**config.mk**
```make
export PLATFORM = sky130hd
export DESIGN_NAME = serv_mem_arbiter
export DESIGN_NICKNAME = d
export VERILOG_FILES = /design/src/rtl/serv_arb_wdog.sv /design/src/rtl/serv_mem_arbiter.sv
export SDC_FILE = /design/constraint.sdc
export NUM_CORES = 1
export LEC_CHECK = 0
export CAP_MARGIN = 20
export CORE_AREA = 4 4 105 107
export CTS_CLUSTER_SIZE = 16
export DETAILED_ROUTE_END_ITERATION = 12
export DIE_AREA = 0 0 109 111
export PLACE_DENSITY = 0.79
export SLEW_MARGIN = 10
export SYNTH_ARGS = -nofsm -noshare
export SYNTH_HDL_FRONTEND = slang
export SYNTH_SLANG_ARGS = --single-unit
```
**constraint.sdc**
```tcl
create_clock -name clk -period 2.3 [get_ports clk]
set_input_delay 0.46 -clock clk [delete_from_list [all_inputs] [get_ports clk]]
set_output_delay 0.46 -clock clk [all_outputs]
set_load 0.01 [all_outputs]
```
**src/rtl/serv_arb_wdog.sv**
```systemverilog
// Per-transaction watchdog for serv_mem_arbiter.
// Counts grant cycles that pass without an acknowledge and flags the cycle
// in which the count reaches TIMEOUT-1.
//   clk      : system clock
//   i_rst_n  : asynchronous active-low reset
//   i_clr    : hold the count at zero (arbiter idle)
//   i_en     : a granted cycle with cyc high and no ack
//   o_expire : combinational, high in the cycle the watchdog fires
module serv_arb_wdog #(
  parameter int TIMEOUT = 255,
  parameter int CNT_W   = $clog2(TIMEOUT+1)
) (
  input  logic clk,
  input  logic i_rst_n,
  input  logic i_clr,
  input  logic i_en,
  output logic o_expire
);

  logic [CNT_W-1:0] cnt;

  // Every grant is preceded by at least one idle cycle, so clearing while idle
  // guarantees a zero count on entry to a grant state.
  always_ff @(posedge clk or negedge i_rst_n) begin
    if (!i_rst_n)   cnt <= '0;
    else if (i_clr) cnt <= '0;
    else if (i_en)  cnt <= cnt + CNT_W'(1);
  end

  assign o_expire = i_en && (cnt == CNT_W'(TIMEOUT-1));

endmodule

```
**src/rtl/serv_mem_arbiter.sv**
```systemverilog
// Round-robin arbiter sharing one Wishbone memory port between SERV's ibus
// and dbus, with a per-transaction watchdog that terminates unacknowledged
// transfers with an error response (ack + rdt all-ones).
//   clk, i_rst_n        : clock, asynchronous active-low reset
//   i_ibus_* / o_ibus_* : instruction fetch port (read only)
//   i_dbus_* / o_dbus_* : data port (read/write)
//   o_mem_* / i_mem_*   : shared memory port
//   o_timeout           : one-cycle pulse when the watchdog fires
//   o_err_src           : source of the last timeout (0 ibus, 1 dbus)
module serv_mem_arbiter #(
  parameter int TIMEOUT = 255,
  parameter int CNT_W   = $clog2(TIMEOUT+1)
) (
  input  logic        clk,
  input  logic        i_rst_n,
  input  logic [31:0] i_ibus_adr,
  input  logic        i_ibus_cyc,
  output logic [31:0] o_ibus_rdt,
  output logic        o_ibus_ack,
  input  logic [31:0] i_dbus_adr,
  input  logic [31:0] i_dbus_dat,
  input  logic [3:0]  i_dbus_sel,
  input  logic        i_dbus_we,
  input  logic        i_dbus_cyc,
  output logic [31:0] o_dbus_rdt,
  output logic        o_dbus_ack,
  output logic [31:0] o_mem_adr,
  output logic [31:0] o_mem_dat,
  output logic [3:0]  o_mem_sel,
  output logic        o_mem_we,
  output logic        o_mem_cyc,
  input  logic [31:0] i_mem_rdt,
  input  logic        i_mem_ack,
  output logic        o_timeout,
  output logic        o_err_src
);

  localparam logic [1:0] IDLE  = 2'd0;
  localparam logic [1:0] GNT_I = 2'd1;
  localparam logic [1:0] GNT_D = 2'd2;

  logic [1:0] state, state_n;
  logic       last_d, last_d_n;
  logic       err_src;
  logic       gnt_i, gnt_d, x_cyc, expire, done;

  assign gnt_i = (state == GNT_I);
  assign gnt_d = (state == GNT_D);
  // Granted requester still holding its cycle; low in an abort cycle.
  assign x_cyc = (gnt_i & i_ibus_cyc) | (gnt_d & i_dbus_cyc);

  serv_arb_wdog #(.TIMEOUT(TIMEOUT), .CNT_W(CNT_W)) u_wdog (
    .clk      (clk),
    .i_rst_n  (i_rst_n),
    .i_clr    (state == IDLE),
    .i_en     (x_cyc & ~i_mem_ack),
    .o_expire (expire)
  );

  // Completion: slave ack, or watchdog termination (ack has priority inside
  // the watchdog enable, so both never count at once).
  assign done = x_cyc & (i_mem_ack | expire);

  always_ff @(posedge clk or negedge i_rst_n) begin
    if (!i_rst_n) begin
      state   <= IDLE;
      last_d  <= 1'b0;
      err_src <= 1'b0;
    end else begin
      state  <= state_n;
      last_d <= last_d_n;
      if (expire) err_src <= gnt_d;
    end
  end

  always_comb begin
    state_n  = state;
    last_d_n = last_d;
    case (state)
      IDLE: begin
        if (i_ibus_cyc && i_dbus_cyc) state_n = last_d ? GNT_I : GNT_D;
        else if (i_ibus_cyc)          state_n = GNT_I;
        else if (i_dbus_cyc)          state_n = GNT_D;
      end
      GNT_I, GNT_D: begin
        if (!x_cyc) begin
          state_n = IDLE;              // abort: fairness history untouched
        end else if (done) begin
          state_n  = IDLE;
          last_d_n = gnt_d;
        end
      end
      default: state_n = IDLE;
    endcase
  end

  always_comb begin
    o_mem_adr  = '0;
    o_mem_dat  = '0;
    o_mem_sel  = '0;
    o_mem_we   = 1'b0;
    o_ibus_ack = 1'b0;
    o_ibus_rdt = '0;
    o_dbus_ack = 1'b0;
    o_dbus_rdt = '0;
    o_mem_cyc  = x_cyc & ~expire;
    o_timeout  = expire;
    if (gnt_i) begin
      o_mem_adr  = i_ibus_adr;
      o_mem_sel  = 4'hF;
      o_ibus_ack = done;
      o_ibus_rdt = expire ? 32'hFFFF_FFFF : i_mem_rdt;
    end
    if (gnt_d) begin
      o_mem_adr  = i_dbus_adr;
      o_mem_dat  = i_dbus_dat;
      o_mem_sel  = i_dbus_sel;
      o_mem_we   = i_dbus_we;
      o_dbus_ack = done;
      o_dbus_rdt = expire ? 32'hFFFF_FFFF : i_mem_rdt;
    end
  end

  assign o_err_src = err_src;

endmodule

```
## Word-level counts from Yosys, hierarchy flattened

Index checks and enable logic that the tools add are counted.

- Add/sub/neg operators: 1
- Bitwise gates (word level): 9
- Equal/unequal tests: 5
- Reduce and logical (&&, ||, !) cells: 7
- Muxes and demuxes: 20

Operator list:

| operator | count |
|---|---|
| $mux W32 | 6 |
| $mux W8 | 2 |
| $mux W2 | 6 |
| $add A8 B1 Y8 const B | 1 |
| $eq A8 B8 Y1 const B | 1 |
| $mux W4 | 2 |
| $and A1 B1 Y1 | 5 |
| $ne A4 B4 Y1 const B | 1 |
| $pmux W2 S2 | 1 |
| $mux W1 | 3 |
| $ne A3 B3 Y1 const B | 1 |
| $reduce_and A3 Y1 | 1 |
| $eq A2 B1 Y1 const B | 1 |
| $eq A2 B2 Y1 const B | 1 |
| $logic_and A1 B1 Y1 | 2 |
| $logic_not A2 Y1 | 1 |
| $not A1 Y1 | 2 |
| $or A1 B1 Y1 | 2 |
| $reduce_and A2 Y1 | 1 |
| $reduce_bool A2 Y1 | 1 |
| $reduce_or A2 Y1 | 1 |

- Output and inout port bits: 138
- Logic and storage cells: 46
- Input bits: 138
- Register bits: 12

## Depth between registers and ports, before layout

- Depth in word-level cells: 10
- Gate-level depth with buffers: 8
- Depth with buffers taken out: 6

## Modules after synthesis

From an unflattened synthesis, not the netlist that was laid out.

- Cell total of the unflattened synthesis: 231
- Area total of the unflattened synthesis: 1919.3 um^2

Modules (own cells, without submodules):

| module | seq. area each (um^2) | area an instance (um^2) | cells an instance | instances |
|---|---|---|---|---|
| serv_mem_arbiter | 100.1 | 1507.7 | 190 | 1 |
| serv_arb_wdog | 200.2 | 411.6 | 41 | 1 |

## Worst setup path before layout

Ideal clock, no wire load.

- Path kind: register to output
- Start point: register state[1]
- End point: output o_mem_adr[25]
- Arrival: 1.624 ns
- Data required time: 1.840 ns
- Slack: 0.216 ns
- Stages on the path, launching flop included: 8
- Path buffers: 3
- Cells stage by stage: dfrtp_1 -> inv_1 -> ha_1 -> buf_2 -> nor2b_1 -> clkbuf_1 -> clkbuf_1 -> a22o_1

- Longest elaborated chain between the ends: 3
- Elaborated cells on any way between the ends: 4
- Classes of those cells: eq/ne: 2; mux: 2

RTL lines:

| item | line | RTL |
|---|---|---|
| start: declaration | serv_mem_arbiter.sv:42 | `logic [1:0] state, state_n;` |
| start signal: assignment | serv_mem_arbiter.sv:70 | `state <= state_n;` |
| $eq A2 B1 Y1 | serv_mem_arbiter.sv:47 | `assign gnt_i = (state == GNT_I);` |
| $mux W32 | serv_mem_arbiter.sv:108 | `if (gnt_i) begin` |
| $mux W32 * | serv_mem_arbiter.sv:114 | `if (gnt_d) begin` |
| end: declaration | serv_mem_arbiter.sv:27 | `output logic [31:0] o_mem_adr,` |

Every way passes the cells marked *; elsewhere a longest branch is shown, timed or not.

## Worst setup path in the final report

- Start point: register state[1]
- End point: output o_ibus_rdt[0]

- Longest elaborated chain between the ends: 7
- Elaborated cells on any way between the ends: 9
- Classes of those cells: eq/ne: 2; mux: 2; bitwise: 4; reduce/logical: 1

RTL lines:

| item | line | RTL |
|---|---|---|
| $eq A2 B2 Y1 | serv_mem_arbiter.sv:48 | `assign gnt_d = (state == GNT_D);` |
| via gnt_d | serv_mem_arbiter.sv:45 | `logic gnt_i, gnt_d, x_cyc, expire, done;` |
| $and A1 B1 Y1 | serv_mem_arbiter.sv:50 | `assign x_cyc = (gnt_i & i_ibus_cyc) \| (gnt_d & i_dbus_cyc);` |
| $or A1 B1 Y1 | serv_mem_arbiter.sv:50 |  |
| $and A1 B1 Y1 | serv_mem_arbiter.sv:56 | `.i_en (x_cyc & ~i_mem_ack),` |
| $logic_and A1 B1 Y1 | serv_arb_wdog.sv:30 | `assign o_expire = i_en && (cnt == CNT_W'(TIMEOUT-1));` |
| $mux W32 | serv_mem_arbiter.sv:112 | `o_ibus_rdt = expire ? 32'hFFFF_FFFF : i_mem_rdt;` |
| $mux W32 | serv_mem_arbiter.sv:108 |  |
| end: declaration | serv_mem_arbiter.sv:18 | `output logic [31:0] o_ibus_rdt,` |

The timed path passes the listed nets, and every way through them passes these cells.

==> results.ini <==
[route]
drt-pass1-iter-count = 4
routedWlPerCell_um = 18.9
routed_via_density = 4.62
ant_nets = 0
wl_um = 12800
vias = 3121
drt_first_iter_violations = 125
drc = 0

[sta]
fmax_mhz = 413
fin_crit_ns = 2.42
fin_skew_ns = 0.00143
timing_hold_violations_final = 0
worst_slew_pin_slew_ns = 0.549
period_share = 1.05
rsz0062_at_grt = yes
maxSlewViolCount = 0
setup_slack_ns = -0.119
relSlewSlack = 0.633
setup_viol = 47

[final_layout]
register_area_um2 = 302
final_cell_area_um2 = 5010
utilization = 0.494
fin_cells = 676
area_delta_synth_final_pct = 166
nFillCells = 990
multi_input_area_um2 = 1470
final_common_cell = clkdlybuf4s50_1
nets = 684
drive_gt1_frac = 0.322
final_cell_mix = clkdlybuf4s50_1, buf_2, o21a_1
diodes = 0

[clocking]
insertion_delay_ns = 0.24
cts_tree = done
hold_buffers = 0
cts.sinks = 12
cts.clk_slew.worst_paths_ns = 0.05
clockBufferDepth = 2
numCtsBuffers = 3
cts_root_buffer = clkbuf_8
htreeDepth = 1

[grt]
grt_usage = 0.190
antenna_found_initial = 1
grt_max_degree = 50
grt_pass1_vias = 3218
overflow = 0
grt_pass1_wl_um = 18300

[critical_path]
path_max_fanout = 6
cp-start-kind = flop
critical-path-slowest-cell = dfrtp_1
worstSetupStartpoint = state[1]
cp_common_cell = buf_6
crit_cells = 9
critPathTopFamily = buffers and inverters
max_stage_delay_ns = 0.41
rr_startpoint = state[0]
path_class = reg -> out
path_cells = buf_6 > ha_4 > a22oi_2 > nor3_4 > buf_6 > buf_16 > buf_12 > o21a_1 > buf_2
required_ns = 1.84
critical_path_buf_inv_count = 5
critPathCaptureType = primary output
arrival_ns = 1.96
worst-r2r-cell-count = 8

[power_and_ir_drop]
p_leak_nw = 2.37
vdd_drop_max_mv = 0.378
powerDensity_nw_per_um2 = 766

[status]
violations = negative setup slack
outcome = finished, violations left

[logic_synthesis]
synth-simple-area-share = 0.224
synthAdderAreaFrac = 0.0332
synth-edff-count = 0
synth_flop_cell = dfrtp_1
yosysWarnings = 0
ys_async_sr_fraction = 1.00
synthMuxAreaShare = 0.00598
synth_seq_cells = 12
synth_top_family_by_area = compound AO/OA/AOI/OAI gates
synth.top_cell.area_share = 0.255
synth_xor_area_frac = 0.0326
yosysTopAreaCell = o21a_1
synth_area_leaders = o21a_1, dfrtp_1, a22o_1
avgSynthCellArea_um2 = 7.91
synth_cells = 238
seq_area_frac_synth = 0.159
ys_types = 35
syn-num-nets = 381
synth_compound_area_frac = 0.459
syn_area_um2 = 1880

[floorplan]
dieArea_um2 = 12100
rows = 37
chipHeight_um = 111
coreArea_um2 = 10100
ios = 276
dieWidth_um = 109
initial_core_util = 0.186

[place]
gp_congestion = 0.929
dp_slack_ns = -0.495
placed_area_um2 = 4940
dp.cells = 648
hpwl_um = 9550
io_buffer_count = 275

[worst_hold_path]
holdPathStages = 1
hold_path_class = reg -> reg
min_from = o_err_src

[flow_run]
maxCapViolations = 0

## repair_timing
item | in CTS | in global routing
setup endpoints to repair | 137 | 131
gates cloned | 7 | 3
gates resized for setup | 450 | 73
buffers inserted | 15 | 3
pin swaps | 4 | 8
## routing by layer
metal  share of wire  GRT usage  vias to the layer above
met4           0.011     0.0210                        2
met2            0.50      0.348                      148
met5         0.00063          0                        -
li1                -          -                     1476
met3            0.10     0.0547                       14
met1            0.39      0.222                     1481
## flip-flops by register name, indices dropped and copies added, names as in the netlist
name        cells
u_wdog.cnt      8
state           2
last_d          1
o_err_src       1
## final timing paths
kind | endpoint | slack (ns)
worst min register to register | o_err_src | 0.49
worst max register to register | o_err_src | 0.40
worst max-delay path | o_ibus_rdt[0] | -0.12
min in group asynchronous | u_wdog.cnt[2] | 0.58
max in group asynchronous | state[0] | 1.33
worst min-delay path | o_err_src | 0.49
## cells by family after synthesis
| logic type | after synthesis |
|---|---|
| flip-flops | 12 |
| AO/OA/AOI/OAI | 110 |
| buffers and inverters | 33 |
| multiplexers | 1 |
| adder cells (fa/ha/maj) | 5 |
| XOR/XNOR | 7 |
| AND/OR/NAND/NOR | 70 |
## synthesized netlist by cell type, types with 2 or more instances
master     n
and2_1    34
o21ai_0    4
o21a_1    64
nor3b_1    2
xnor2_1    7
clkbuf_1  20
nand4_1    2
nor2_1    12
nand3_1    3
nor4_1     2
nand2_1    5
a21o_1     4
buf_6      4
ha_1       5
buf_2      6
dfrtp_1   12
inv_1      3
a22o_1    32
## power breakdown
group / switching (mW) / internal [mW]
logic: 1.60 / 1.73
clock network: 0.0762 / 0.151
registers: 0.0297 / 0.245
total: 1.71 / 2.13
## metrics by stage
stage	power (mW)	hold slack, ns	setup TNS [ns]
detailed placement	3.89	0.490	-33.53
floorplan	1.75	0.164	0
global placement	3.85	0.479	-30.34
global route	4.10	0.527	-7.20
CTS	3.82	0.502	-3.81
finish	3.84	0.493	-2.14
## worst reg2reg max path: cells and delay by family, from the launching register on
kind	cells	cell delay, ns
adder cells (fa/ha/maj)	1	0.15
AO/OA/AOI/OAI	1	0.09
buffers and inverters	4	0.58
flip-flops	1	0.44
multiplexers	1	0.31
AND/OR/NAND/NOR	1	0.22
## layout make-up
class                   count  share of cell area
repair buffers            328               0.599
flip-flops and latches     12              0.0602
inverters                   3             0.00225
well taps                 136              0.0340
multi-input cells         193               0.294
clock buffers               4              0.0110
No activity file was read; power rests on OpenSTA's default activity.
